`src/rtl/fnd_decoder.sv`:
```
// ============================================================================
// Module      : fnd_decoder
// Description : Passive snooper for a multiplexed 4-digit 7-segment (FND)
//               display bus. Each digit-select/segment pair must stay stable
//               for STABLE_CYCLES samples before it is accepted. Digits are
//               collected in scan order (ones -> thousands). Only complete,
//               in-order frames containing valid patterns reach the outputs.
//
// Ports       : clk          system clock, rising edge
//               rst          synchronous reset, active-low
//               fnd_com      [3:0] digit select, active-low one-hot
//                            (bit0 = ones digit, bit3 = thousands digit)
//               fnd_data     [7:0] segments, active-low
//                            (bit7 = decimal point, bits6:0 = g..a)
//               digit0..3    [3:0] decoded digits of the last good frame
//                            (0-9, F = blank)
//               value_lo     [6:0] digit1*10 + digit0 (blank counts as 0)
//               value_hi     [6:0] digit3*10 + digit2 (blank counts as 0)
//               dp           [3:0] decimal points of the last good frame,
//                            1 = lit
//               frame_valid  one-cycle pulse when a good frame is published
//               frame_err    one-cycle pulse when a completed frame held an
//                            invalid segment pattern
//               seq_err      one-cycle pulse on an out-of-order digit
//               active       a display scan is currently being observed
//
// Revision    : 1.0 - initial release
// ============================================================================

`default_nettype none

module fnd_decoder #(
    parameter int STABLE_CYCLES  = 4,
    parameter int TIMEOUT_CYCLES = 200_000
) (
    input  logic       clk,
    input  logic       rst,
    input  logic [3:0] fnd_com,
    input  logic [7:0] fnd_data,
    output logic [3:0] digit0,
    output logic [3:0] digit1,
    output logic [3:0] digit2,
    output logic [3:0] digit3,
    output logic [6:0] value_lo,
    output logic [6:0] value_hi,
    output logic [3:0] dp,
    output logic       frame_valid,
    output logic       frame_err,
    output logic       seq_err,
    output logic       active
);

    // ------------------------------------------------------------------------
    // Constants
    // ------------------------------------------------------------------------
    // The stability counter saturates at STABLE_CYCLES, one above the accept
    // value, so the accept compare can only ever match once per stable run.
    localparam int c_STAB_W = $clog2(STABLE_CYCLES + 1);
    localparam int c_TMO_W  = $clog2(TIMEOUT_CYCLES + 1);

    localparam logic [c_STAB_W-1:0] c_STAB_LAST = c_STAB_W'(STABLE_CYCLES - 1);
    localparam logic [c_STAB_W-1:0] c_STAB_MAX  = c_STAB_W'(STABLE_CYCLES);
    localparam logic [c_TMO_W-1:0]  c_TMO_LAST  = c_TMO_W'(TIMEOUT_CYCLES - 1);

    localparam logic [3:0] c_CODE_BLANK = 4'hF;
    localparam logic [3:0] c_CODE_ERR   = 4'hE;

    // Frame FSM: the encoding of WAIT_Dk equals k, so the expected position
    // can be compared directly against the decoded digit position.
    typedef enum logic [1:0] {
        WAIT_D0 = 2'd0,
        WAIT_D1 = 2'd1,
        WAIT_D2 = 2'd2,
        WAIT_D3 = 2'd3
    } state_t;

    // ------------------------------------------------------------------------
    // Helper functions
    // ------------------------------------------------------------------------
    function automatic logic [3:0] seg_decode(input logic [6:0] seg);
        logic [3:0] code;
        case (seg)
            7'h40:   code = 4'd0;
            7'h79:   code = 4'd1;
            7'h24:   code = 4'd2;
            7'h30:   code = 4'd3;
            7'h19:   code = 4'd4;
            7'h12:   code = 4'd5;
            7'h02:   code = 4'd6;
            7'h78:   code = 4'd7;
            7'h00:   code = 4'd8;
            7'h10:   code = 4'd9;
            7'h7F:   code = c_CODE_BLANK;
            default: code = c_CODE_ERR;
        endcase
        return code;
    endfunction

    // Numeric weight of a digit code; blank (and anything above 9) counts 0.
    function automatic logic [6:0] digit_num(input logic [3:0] code);
        logic [6:0] num;
        num = (code > 4'd9) ? 7'd0 : {3'b000, code};
        return num;
    endfunction

    // tens*10 + ones, at most 99, so 7 bits never overflow.
    function automatic logic [6:0] pair_value(input logic [3:0] tens,
                                              input logic [3:0] ones);
        logic [6:0] val;
        val = (digit_num(tens) * 7'd10) + digit_num(ones);
        return val;
    endfunction

    // ------------------------------------------------------------------------
    // Registers
    // ------------------------------------------------------------------------
    logic [3:0]          r_com_q;
    logic [7:0]          r_data_q;
    logic [3:0]          r_com_prev;
    logic [7:0]          r_data_prev;
    logic [c_STAB_W-1:0] r_stab;
    logic [c_TMO_W-1:0]  r_tmo;

    state_t              r_state;
    logic [3:0]          r_sh_dig0;
    logic [3:0]          r_sh_dig1;
    logic [3:0]          r_sh_dig2;
    logic [2:0]          r_sh_dp;
    logic                r_err_mark;

    // ------------------------------------------------------------------------
    // Combinational decode of the current sample pair
    // ------------------------------------------------------------------------
    logic [1:0]          w_pos;
    logic                w_pos_valid;
    logic                w_same;
    logic [c_STAB_W-1:0] w_stab_next;
    logic                w_accept;
    logic                w_tmo_hit;
    logic [3:0]          w_code;
    logic                w_code_bad;
    logic                w_dp_lit;
    logic                w_in_order;

    always_comb begin
        w_pos       = 2'd0;
        w_pos_valid = 1'b0;
        case (r_com_q)
            4'b1110: begin w_pos = 2'd0; w_pos_valid = 1'b1; end
            4'b1101: begin w_pos = 2'd1; w_pos_valid = 1'b1; end
            4'b1011: begin w_pos = 2'd2; w_pos_valid = 1'b1; end
            4'b0111: begin w_pos = 2'd3; w_pos_valid = 1'b1; end
            default: begin w_pos = 2'd0; w_pos_valid = 1'b0; end
        endcase
    end

    assign w_same = w_pos_valid
                  && (r_com_q  == r_com_prev)
                  && (r_data_q == r_data_prev);

    always_comb begin
        w_stab_next = '0;
        if (w_same) begin
            w_stab_next = (r_stab == c_STAB_MAX) ? r_stab : (r_stab + 1'b1);
        end
    end

    // Accept on the edge where the counter lands on STABLE_CYCLES-1; any
    // change of the pair drops the counter back to 0 and re-arms acceptance.
    assign w_accept   = w_pos_valid && (w_stab_next == c_STAB_LAST);
    assign w_tmo_hit  = (r_tmo == c_TMO_LAST);

    assign w_code     = seg_decode(r_data_q[6:0]);
    assign w_code_bad = (w_code == c_CODE_ERR);
    assign w_dp_lit   = ~r_data_q[7];
    assign w_in_order = (w_pos == r_state);

    // ------------------------------------------------------------------------
    // Input sampling, stability and timeout counters
    // ------------------------------------------------------------------------
    always_ff @(posedge clk) begin
        if (!rst) begin
            r_com_q     <= '0;
            r_data_q    <= '0;
            r_com_prev  <= '0;
            r_data_prev <= '0;
            r_stab      <= '0;
            r_tmo       <= '0;
        end else begin
            r_com_q     <= fnd_com;
            r_data_q    <= fnd_data;
            r_com_prev  <= r_com_q;
            r_data_prev <= r_data_q;
            r_stab      <= w_stab_next;
            if (w_accept) begin
                r_tmo <= '0;
            end else if (!w_tmo_hit) begin
                r_tmo <= r_tmo + 1'b1;
            end
        end
    end

    // ------------------------------------------------------------------------
    // Frame FSM with registered outputs
    // ------------------------------------------------------------------------
    always_ff @(posedge clk) begin
        if (!rst) begin
            r_state     <= WAIT_D0;
            r_sh_dig0   <= '0;
            r_sh_dig1   <= '0;
            r_sh_dig2   <= '0;
            r_sh_dp     <= '0;
            r_err_mark  <= 1'b0;
            digit0      <= '0;
            digit1      <= '0;
            digit2      <= '0;
            digit3      <= '0;
            value_lo    <= '0;
            value_hi    <= '0;
            dp          <= '0;
            frame_valid <= 1'b0;
            frame_err   <= 1'b0;
            seq_err     <= 1'b0;
            active      <= 1'b0;
        end else begin
            frame_valid <= 1'b0;
            frame_err   <= 1'b0;
            seq_err     <= 1'b0;

            if (w_accept) begin
                // Acceptance beats a coincident timeout.
                active <= 1'b1;

                if (w_in_order) begin
                    case (r_state)
                        WAIT_D0: begin
                            r_sh_dig0  <= w_code;
                            r_sh_dp[0] <= w_dp_lit;
                            r_err_mark <= r_err_mark | w_code_bad;
                            r_state    <= WAIT_D1;
                        end
                        WAIT_D1: begin
                            r_sh_dig1  <= w_code;
                            r_sh_dp[1] <= w_dp_lit;
                            r_err_mark <= r_err_mark | w_code_bad;
                            r_state    <= WAIT_D2;
                        end
                        WAIT_D2: begin
                            r_sh_dig2  <= w_code;
                            r_sh_dp[2] <= w_dp_lit;
                            r_err_mark <= r_err_mark | w_code_bad;
                            r_state    <= WAIT_D3;
                        end
                        default: begin
                            // Thousands digit closes the frame.
                            if (r_err_mark || w_code_bad) begin
                                frame_err <= 1'b1;
                            end else begin
                                digit0      <= r_sh_dig0;
                                digit1      <= r_sh_dig1;
                                digit2      <= r_sh_dig2;
                                digit3      <= w_code;
                                dp          <= {w_dp_lit, r_sh_dp};
                                value_lo    <= pair_value(r_sh_dig1, r_sh_dig0);
                                value_hi    <= pair_value(w_code, r_sh_dig2);
                                frame_valid <= 1'b1;
                            end
                            r_err_mark <= 1'b0;
                            r_state    <= WAIT_D0;
                        end
                    endcase
                end else if (w_pos == 2'd0) begin
                    // A ones digit out of turn is taken as the start of a
                    // fresh frame rather than thrown away.
                    seq_err    <= 1'b1;
                    r_sh_dig0  <= w_code;
                    r_sh_dig1  <= '0;
                    r_sh_dig2  <= '0;
                    r_sh_dp    <= {2'b00, w_dp_lit};
                    r_err_mark <= w_code_bad;
                    r_state    <= WAIT_D1;
                end else begin
                    seq_err    <= 1'b1;
                    r_sh_dig0  <= '0;
                    r_sh_dig1  <= '0;
                    r_sh_dig2  <= '0;
                    r_sh_dp    <= '0;
                    r_err_mark <= 1'b0;
                    r_state    <= WAIT_D0;
                end
            end else if (w_tmo_hit) begin
                // Scan lost: drop any partial frame so a stale error mark
                // cannot poison the first frame after the display returns.
                active     <= 1'b0;
                r_err_mark <= 1'b0;
                r_state    <= WAIT_D0;
            end
        end
    end

endmodule

`default_nettype wire

```
`config.mk`:
```
export PLATFORM = sky130hd
export DESIGN_NAME = fnd_decoder
export DESIGN_NICKNAME = d
export VERILOG_FILES = /design/src/rtl/fnd_decoder.sv
export SDC_FILE = /design/constraint.sdc
export NUM_CORES = 1
export LEC_CHECK = 0
export CAP_MARGIN = 5
export CORE_MARGIN = 4
export CORE_UTILIZATION = 24
export DETAILED_ROUTE_END_ITERATION = 8
export MAX_ROUTING_LAYER = met4
export SYNTH_ARGS = -nofsm -noshare
export SYNTH_HDL_FRONTEND = slang
export SYNTH_SLANG_ARGS = --single-unit
```
`constraint.sdc`:
```
create_clock -name clk -period 4.3 [get_ports clk]
set_input_delay 0.86 -clock clk [delete_from_list [all_inputs] [get_ports clk]]
set_output_delay 0.86 -clock clk [all_outputs]
set_load 0.03 [all_outputs]
```
==> results of run 1 <==
## cell type report
cell class	instances	area (um^2)	area share, %
inverters	20	75.1	1.23
flip-flops and latches	101	2020	33.1
clock inverters	5	58.8	0.964
well taps	275	344	5.64
clock buffers	11	233	3.81
repair buffers	56	548	8.98
multi-input cells	409	2820	46.2
## worst min-delay path, cell delays in order (launching register included)
cell and delay [ns]:
dfxtp_1 0.31, nand2_1 0.05, a21oi_1 0.05
## cells by family after synthesis
kind of cell,share of synthesized area [%]
compound gates,14.7
simple gates,25.1
xor+xnor,7.35
mux,1.56
buf+inv,5.59
fa+ha+maj,6.20
flops,39.5
## stage by stage
step	power [mW]	util, %
3_3_place_gp	1.10	27.6
2_1_floorplan	1.07	-
6_report	1.90	29.0
4_1_cts	1.92	29.0
5_1_grt	1.98	29.0
3_5_place_dp	1.11	27.6
## where the power goes
part	switching (mW)	internal, mW	leakage (nW)
logic	0.0634	0.0506	1.25
clock network	0.361	0.454	0.141
registers	0.0234	0.948	0.819
total	0.448	1.45	2.21
## flip-flops by register name, summed over array words and instances, names as in the netlist, 3 cells and up
| signal | flops |
|---|---|
| digit0 | 4 |
| digit1 | 4 |
| value_hi | 7 |
| r_stab | 3 |
| r_data_prev | 8 |
| dp | 4 |
| digit3 | 4 |
| r_com_q | 4 |
| r_tmo | 18 |
| r_data_q | 8 |
| r_com_prev | 4 |
| r_sh_dig2 | 4 |
| r_sh_dp | 3 |
| value_lo | 7 |
| r_sh_dig1 | 4 |
| digit2 | 4 |
| r_sh_dig0 | 4 |
## how the worst min path moves through the flow
stage                           from   endpoint  slack, ns  depth (start not counted)
after floorplan           r_sh_dp[1]      dp[1]       0.44                          2
after global placement        active     active       0.45                          2
after detailed placement      active     active       0.45                          2
after CTS                     active     active       0.46                          2
after global routing       digit0[3]  digit0[3]       0.50                          2
final                         active     active       0.46                          2
## layout by cell type (no fill, tap or decap), drive strengths merged, types with 19 or more instances in the layout
cell	n
a21oi	48
and2	23
clkdlybuf4s50	51
dfxtp	101
ha	19
inv	21
nand2	28
nand3	43
nor2	38
o21ai	43
xor2	29
## routing by layer
| layer | vias up | track usage, % | wire length, um |
|---|---|---|---|
| li1 | 2049 | - | - |
| met1 | 1901 | 13.8 | 5900 |
| met2 | 69 | 16.9 | 5590 |
| met3 | 13 | 3.38 | 749 |
| met4 | 0 | 3.49 | 198 |
| met5 | - | - | 0 |
==> summary.md, run 1 <==
| Metric | Value |
|---|---|
| Status | completed |
| Final instance area | 0.00610 mm^2 |
| Mapped Nets | 602 |
| Pin count of the biggest net entering global routing | 46 |
| Worst setup path start | r_data_q[4] |
| Critical path arrival | 3.96 ns |
| Non-Filler Instances | 877 |
| Die H | 154 um |
| Reg2Reg Depth | 12 |
| Maximum vdd drop | 0.000188 V |
| Count of final setup violators | 0 |
| CTS Sinks | 101 |
| RSZ-0062 raised after global routing | no |
| Synth area leader | dfxtp_1 |
| Cell with the most instances after synthesis | dfxtp_1 |
| Vias in the first global route | 3988 |
| CP cell instances | and3_1 > a221oi_1 > nor2_1 > o21bai_1 > nor2b_1 > ha_1 > ha_1 > inv_1 > fa_1 > nor3b_1 > xnor2_1 > a211oi_1 |
| Post-DRT Antenna Nets | 0 |
| Layout cells sized above 1 | 9.30% |
| GR Util All Layers | 11.0% |
| Most used flip-flop cell after synthesis | dfxtp_1 |
| GP Congestion | 0.813 |
| Skew-Pair Late Insertion Delay | 0.35 ns |
| Fillcell total | 2226 |
| HP Class | register to register |
| Post-synth top cells | 101 x dfxtp_1, 43 x o21ai_0, 39 x a21oi_1 |
| Global-route wire length before repair | 20800 um |
| Residual DRC | 0 |
| Synth area leaders | dfxtp_1 39%, xor2_1 5.0%, ha_1 4.6%, o21ai_0 4.2%, a21oi_1 3.8% |
| Least-Margin Pin Slew | 0.839 ns |
| PwrDens | 311 mW/mm^2 |
| Via/cell ratio | 4.60 |
| Clock root cell | clkbuf_16 |
| Die width | 154 um |
| Placed cell areas | 0.00581 mm^2 |
| Worst path slowest cell | a221oi_1 |
| Post-DP HPWL | 8730 um |
| Worst hold margin | 0.458 ns |
| Worst-path fanout max | 11 |
| Reg-to-reg slack, setup | 0.61 ns |
| Initial antenna violation count | 0 |
| Setup TNS | 0 ns |
| Number of DRC violations after detailed-routing iteration 0 | 206 |
| Area growth from synthesis to layout | 19.1% |
| I/O pin total | 52 |
| CP delay by family, top | compound AO/OA/AOI/OAI gates |
| FF+latch count, synth | 101 |
| Worst path depth | 12 |
| # hold bufs at CTS | 0 |
| Post_cts resized | 0 |
| Share of the synthesized area in the top cell type | 39.5% |
| Core area | 0.0210 mm^2 |
| Share of flip-flops with an asynchronous set or reset | 0% |
| Setup crit start kind | register |
| Netlist Area Pre-Place | 0.00512 mm^2 |
| Leakage | 2.21 nW |
| Initial core utilization | 24.4% |
| Slew HR | 43.9% |
| Worst setup path endpoint | value_hi[6] |
| Max Fclk | 271 MHz |
| Crit path top cell by count | ha_1 |
| Placed Cells | 861 |
| DR WL/cell | 14.2 um |
| Slew Limit Fails | 0 |
| Vias | 4032 |
| Endpoints failing hold | 0 |
| Drt pass-1 iters | 4 |
| Setup CP Type | register to register |
| I/O Buffers | 51 |
| Final Skew | 0.00991 ns |
| Worst Path Required | 4.57 ns |
| Die area | 0.0238 mm^2 |
| FF-to-FF End | value_hi[6] |
| Post-route minimum period | 3.69 ns |
| Clk buf depth | 2 |
| R2R Path Start | r_data_q[4] |
| Diode count | 0 |
| Row count | 53 |
| Yosys cell types | 62 |
| Buf/Inv on CP | 1 |
| Pre-CTS setup slack | 0.626 ns |
| Post-CTS Setup Bufs | 0 |
| Endpoint type of the worst setup path | register |
| Setup ws final | 0.610 ns |
| CTS tree | done |
| Mean Syn Cell Area | 9.07 um^2 |
| GR Overflow Total | 0 |
| Max-Cap Viols | 0 |
| Post-Syn Instances | 565 |
| Final cycle utilization of the critical path | 85.8% |
| Clock slew at reported path FFs | 0.07 ns |
| Post-synth EDFFs | 0 |
| DRT Wirelength | 12400 um |
| CP peak stage delay | 0.52 ns |
| Ys Warns | 0 |
| Seq/Total Area, Yosys | 39.5% |
| Layout Nets | 634 |
| H-tree level count | 3 |
| Num CTS Buffers | 9 |
No activity file was read; power rests on OpenSTA's default activity.
==> run 2: changes to the inputs <==
- CORE_MARGIN: 4 -> unset
- clock period: 4.3 -> 3 ns (I/O delays scaled with it)
==> run 2 against run 1 <==
Compared with the run above:
- the flow now finishes with violations (DRC, setup timing)
- die area down 7.6%
- non-clock buffer count up 36
- via count up 3.3%
- combinational power up 130%
- total power up 54%
- count of clock-buffer cells in the layout up 1
- fmax up 21%
- register-to-register slack worse by 0.66 ns
==> summary.md, run 2 (synthesis gave the netlist of run 1 again) <==
| Metric | Value |
|---|---|
| Worst-path fanout max | 2 (-9) |
| Failing checks | DRC, setup timing |
| Clock root cell | clkbuf_16 |
| Count of final setup violators | 2 (+2) |
| Status | finished with violations |
| Final cycle utilization of the critical path | 102% (+16 points) |
| Pin count of the biggest net entering global routing | 42 (-8.7%) |
| CP cell instances | or3_4 > o31a_1 > buf_4 > nor2_2 > o21bai_4 > nor2b_4 > ha_4 > ha_4 > inv_2 > fa_2 > xor2_1 > nand3_2 > a21oi_1 |
| Post-route minimum period | 3.05 ns (-0.645 ns) |
| Setup CP Type | register to register |
| Initial core utilization | 24.5% (+0.077 points) |
| GR Overflow Total | 0 (unchanged) |
| Post-DP HPWL | 8790 um (+0.76%) |
| Number of DRC violations after detailed-routing iteration 0 | 234 (+14%) |
| Area growth from synthesis to layout | 27.7% |
| Slew Limit Fails | 0 (unchanged) |
| Fillcell total | 2218 (-0.36%) |
| Placed cell areas | 0.00610 mm^2 (+5.0%) |
| Slew HR | 62.0% (+18 points) |
| Global-route wire length before repair | 20300 um (-2.2%) |
| Endpoint type of the worst setup path | register |
| PwrDens | 446 mW/mm^2 (+43%) |
| Endpoints failing hold | 0 (unchanged) |
| Non-Filler Instances | 913 (+4.1%) |
| Max Fclk | 328 MHz (+21%) |
| Worst path slowest cell | fa_2 |
| Buf/Inv on CP | 2 (+1) |
| Num CTS Buffers | 9 (unchanged) |
| Final Skew | 0.0118 ns (+0.00193 ns) |
| Crit path top cell by count | ha_4 |
| Commonest non-fill, non-tap cells in the layout | 97 x dfxtp_1, 51 x clkdlybuf4s50_1, 41 x o21ai_0, 39 x a21oi_1, 39 x buf_4 |
| Layout cells sized above 1 | 17.7% (+8.4 points) |
| DR WL/cell | 13.8 um (-3.0%) |
| Setup crit start kind | register |
| # hold bufs at CTS | 0 (unchanged) |
| Clock slew at reported path FFs | 0.07 ns (about the same) |
| Placed Cells | 893 (+3.7%) |
| Setup ws final | -0.0450 ns (-0.655 ns) |
| Die width | 148 um (-3.9%) |
| HP Class | register to register |
| GR Util All Layers | 12.0% (+1.0 points) |
| Power Total | 2.92 mW (+54%) |
| Clk buf depth | 2 (unchanged) |
| RSZ-0062 raised after global routing | yes |
| Die H | 148 um (-3.9%) |
| I/O Buffers | 51 (unchanged) |
| Least-Margin Pin Slew | 0.569 ns (-0.270 ns) |
| Vias in the first global route | 4009 (+0.53%) |
| GP Congestion | 0.871 (+7.1%) |
| CTS tree | done |
| Leakage | 2.42 nW (+9.7%) |
| H-tree level count | 3 (unchanged) |
| Largest registers | r_tmo x18, r_data_prev x8, r_data_q x8 |
| Vias | 4164 (+3.3%) |
| Drt pass-1 iters | 6 (+2) |
| CP peak stage delay | 0.56 ns (+0.04 ns) |
| Maximum vdd drop | 0.000271 V (+44%) |
| Via/cell ratio | 4.56 (-0.80%) |
| Pre-CTS setup slack | -0.134 ns (-0.760 ns) |
| Layout Nets | 670 (+5.7%) |
| Critical path arrival | 3.33 ns (-0.63 ns) |
| Largest register FFs | 18 (unchanged) |
| Final instance area | 0.00655 mm^2 (+7.3%) |
| I/O pin total | 52 (unchanged) |
| Residual DRC | 2 (+2) |
| Post-DRT Antenna Nets | 0 (unchanged) |
| Max-Cap Viols | 0 (unchanged) |
| Core area | 0.0210 mm^2 (-0.32%) |
| Worst Path Required | 3.29 ns (-1.28 ns) |
| Most common cell after layout, fill and taps aside | dfxtp_1 |
| Diode count | 0 (unchanged) |
| CTS Sinks | 101 (unchanged) |
| CP delay by family, top | adder cells |
| Die area | 0.0219 mm^2 (-7.6%) |
| Skew-Pair Late Insertion Delay | 0.36 ns (about the same) |
| Initial antenna violation count | 0 (unchanged) |
| Top reg by flops | r_tmo |
| Worst hold margin | 0.471 ns (+0.0128 ns) |
| DRT Wirelength | 12600 um (+0.96%) |
| Row count | 53 (unchanged) |
-- run 2: changes by cell type in the layout (fill, tap and decap cells not counted), sizes merged --
cell / delta
clkinv: -1
clkbuf: +1
buf: +36
bufinv: +1
clkinvlp: -1
-- run 2: final timing paths --
path	endpoint	start	slack [ns]	cells after the start
min	value_lo[0]	value_lo[0]	0.47	2
min reg2reg	value_lo[0]	value_lo[0]	0.47	2
max reg2reg	value_hi[5]	r_data_q[0]	-0.05	13
max	value_hi[5]	r_data_q[0]	-0.05	13
-- run 2: per-layer routing --
metal  vias up  routed length [um]  global-route usage (%)  share of wire (%)
met5         -                   0                       -                  0
met4         0                 121                    2.89               0.96
met3        12                 580                    3.47                4.6
met2        56                5800                    18.6                 46
met1      1971                6060                    15.3                 48
li1       2125                   -                       -                  -
-- run 2: area by class of cell --
| class | count | area, um^2 | area share [%] |
|---|---|---|---|
| Tap cell | 275 | 344 | 5.26 |
| Sequential cell | 101 | 2030 | 31.0 |
| Clock inverter | 4 | 80.1 | 1.22 |
| Inverter | 20 | 75.1 | 1.15 |
| Multi-Input combinational cell | 409 | 2940 | 44.8 |
| Timing Repair Buffer | 92 | 835 | 12.8 |
| Clock buffer | 12 | 246 | 3.77 |
-- run 2: per-stage QoR --
stage | utilization, % | setup TNS (ns)
2_1_floorplan | - | -0.145
3_3_place_gp | 29.1 | 0
3_5_place_dp | 29.1 | -0.190
4_1_cts | 30.7 | -0.0706
5_1_grt | 31.2 | -0.430
6_report | 31.2 | -0.0884
-- run 2: worst register-to-register path, stage by stage (launching register included) --
cell	delay, ns
dfxtp_2	0.32
or3_4	0.39
o31a_1	0.30
buf_4	0.16
nor2_2	0.17
o21bai_4	0.10
nor2b_4	0.14
ha_4	0.27
ha_4	0.12
inv_2	0.03
fa_2	0.56
xor2_1	0.18
nand3_2	0.09
a21oi_1	0.15
-- run 2: what timing repair did --
item / CTS / global route
setup endpoints to repair: 2 / 4
pin swaps: 3 / 6
buffers inserted: 0 / 4
resized for setup: 5 / 16
cloned: 0 / 0
-- run 2: report_power, final --
group / total (mW) / internal, mW / switching [mW] / leakage [nW]
sequential: 1.38 / 1.36 / 0.0213 / 0.820
combinational: 0.257 / 0.127 / 0.130 / 1.44
clock: 1.29 / 0.762 / 0.523 / 0.159
total: 2.92 / 2.25 / 0.675 / 2.42
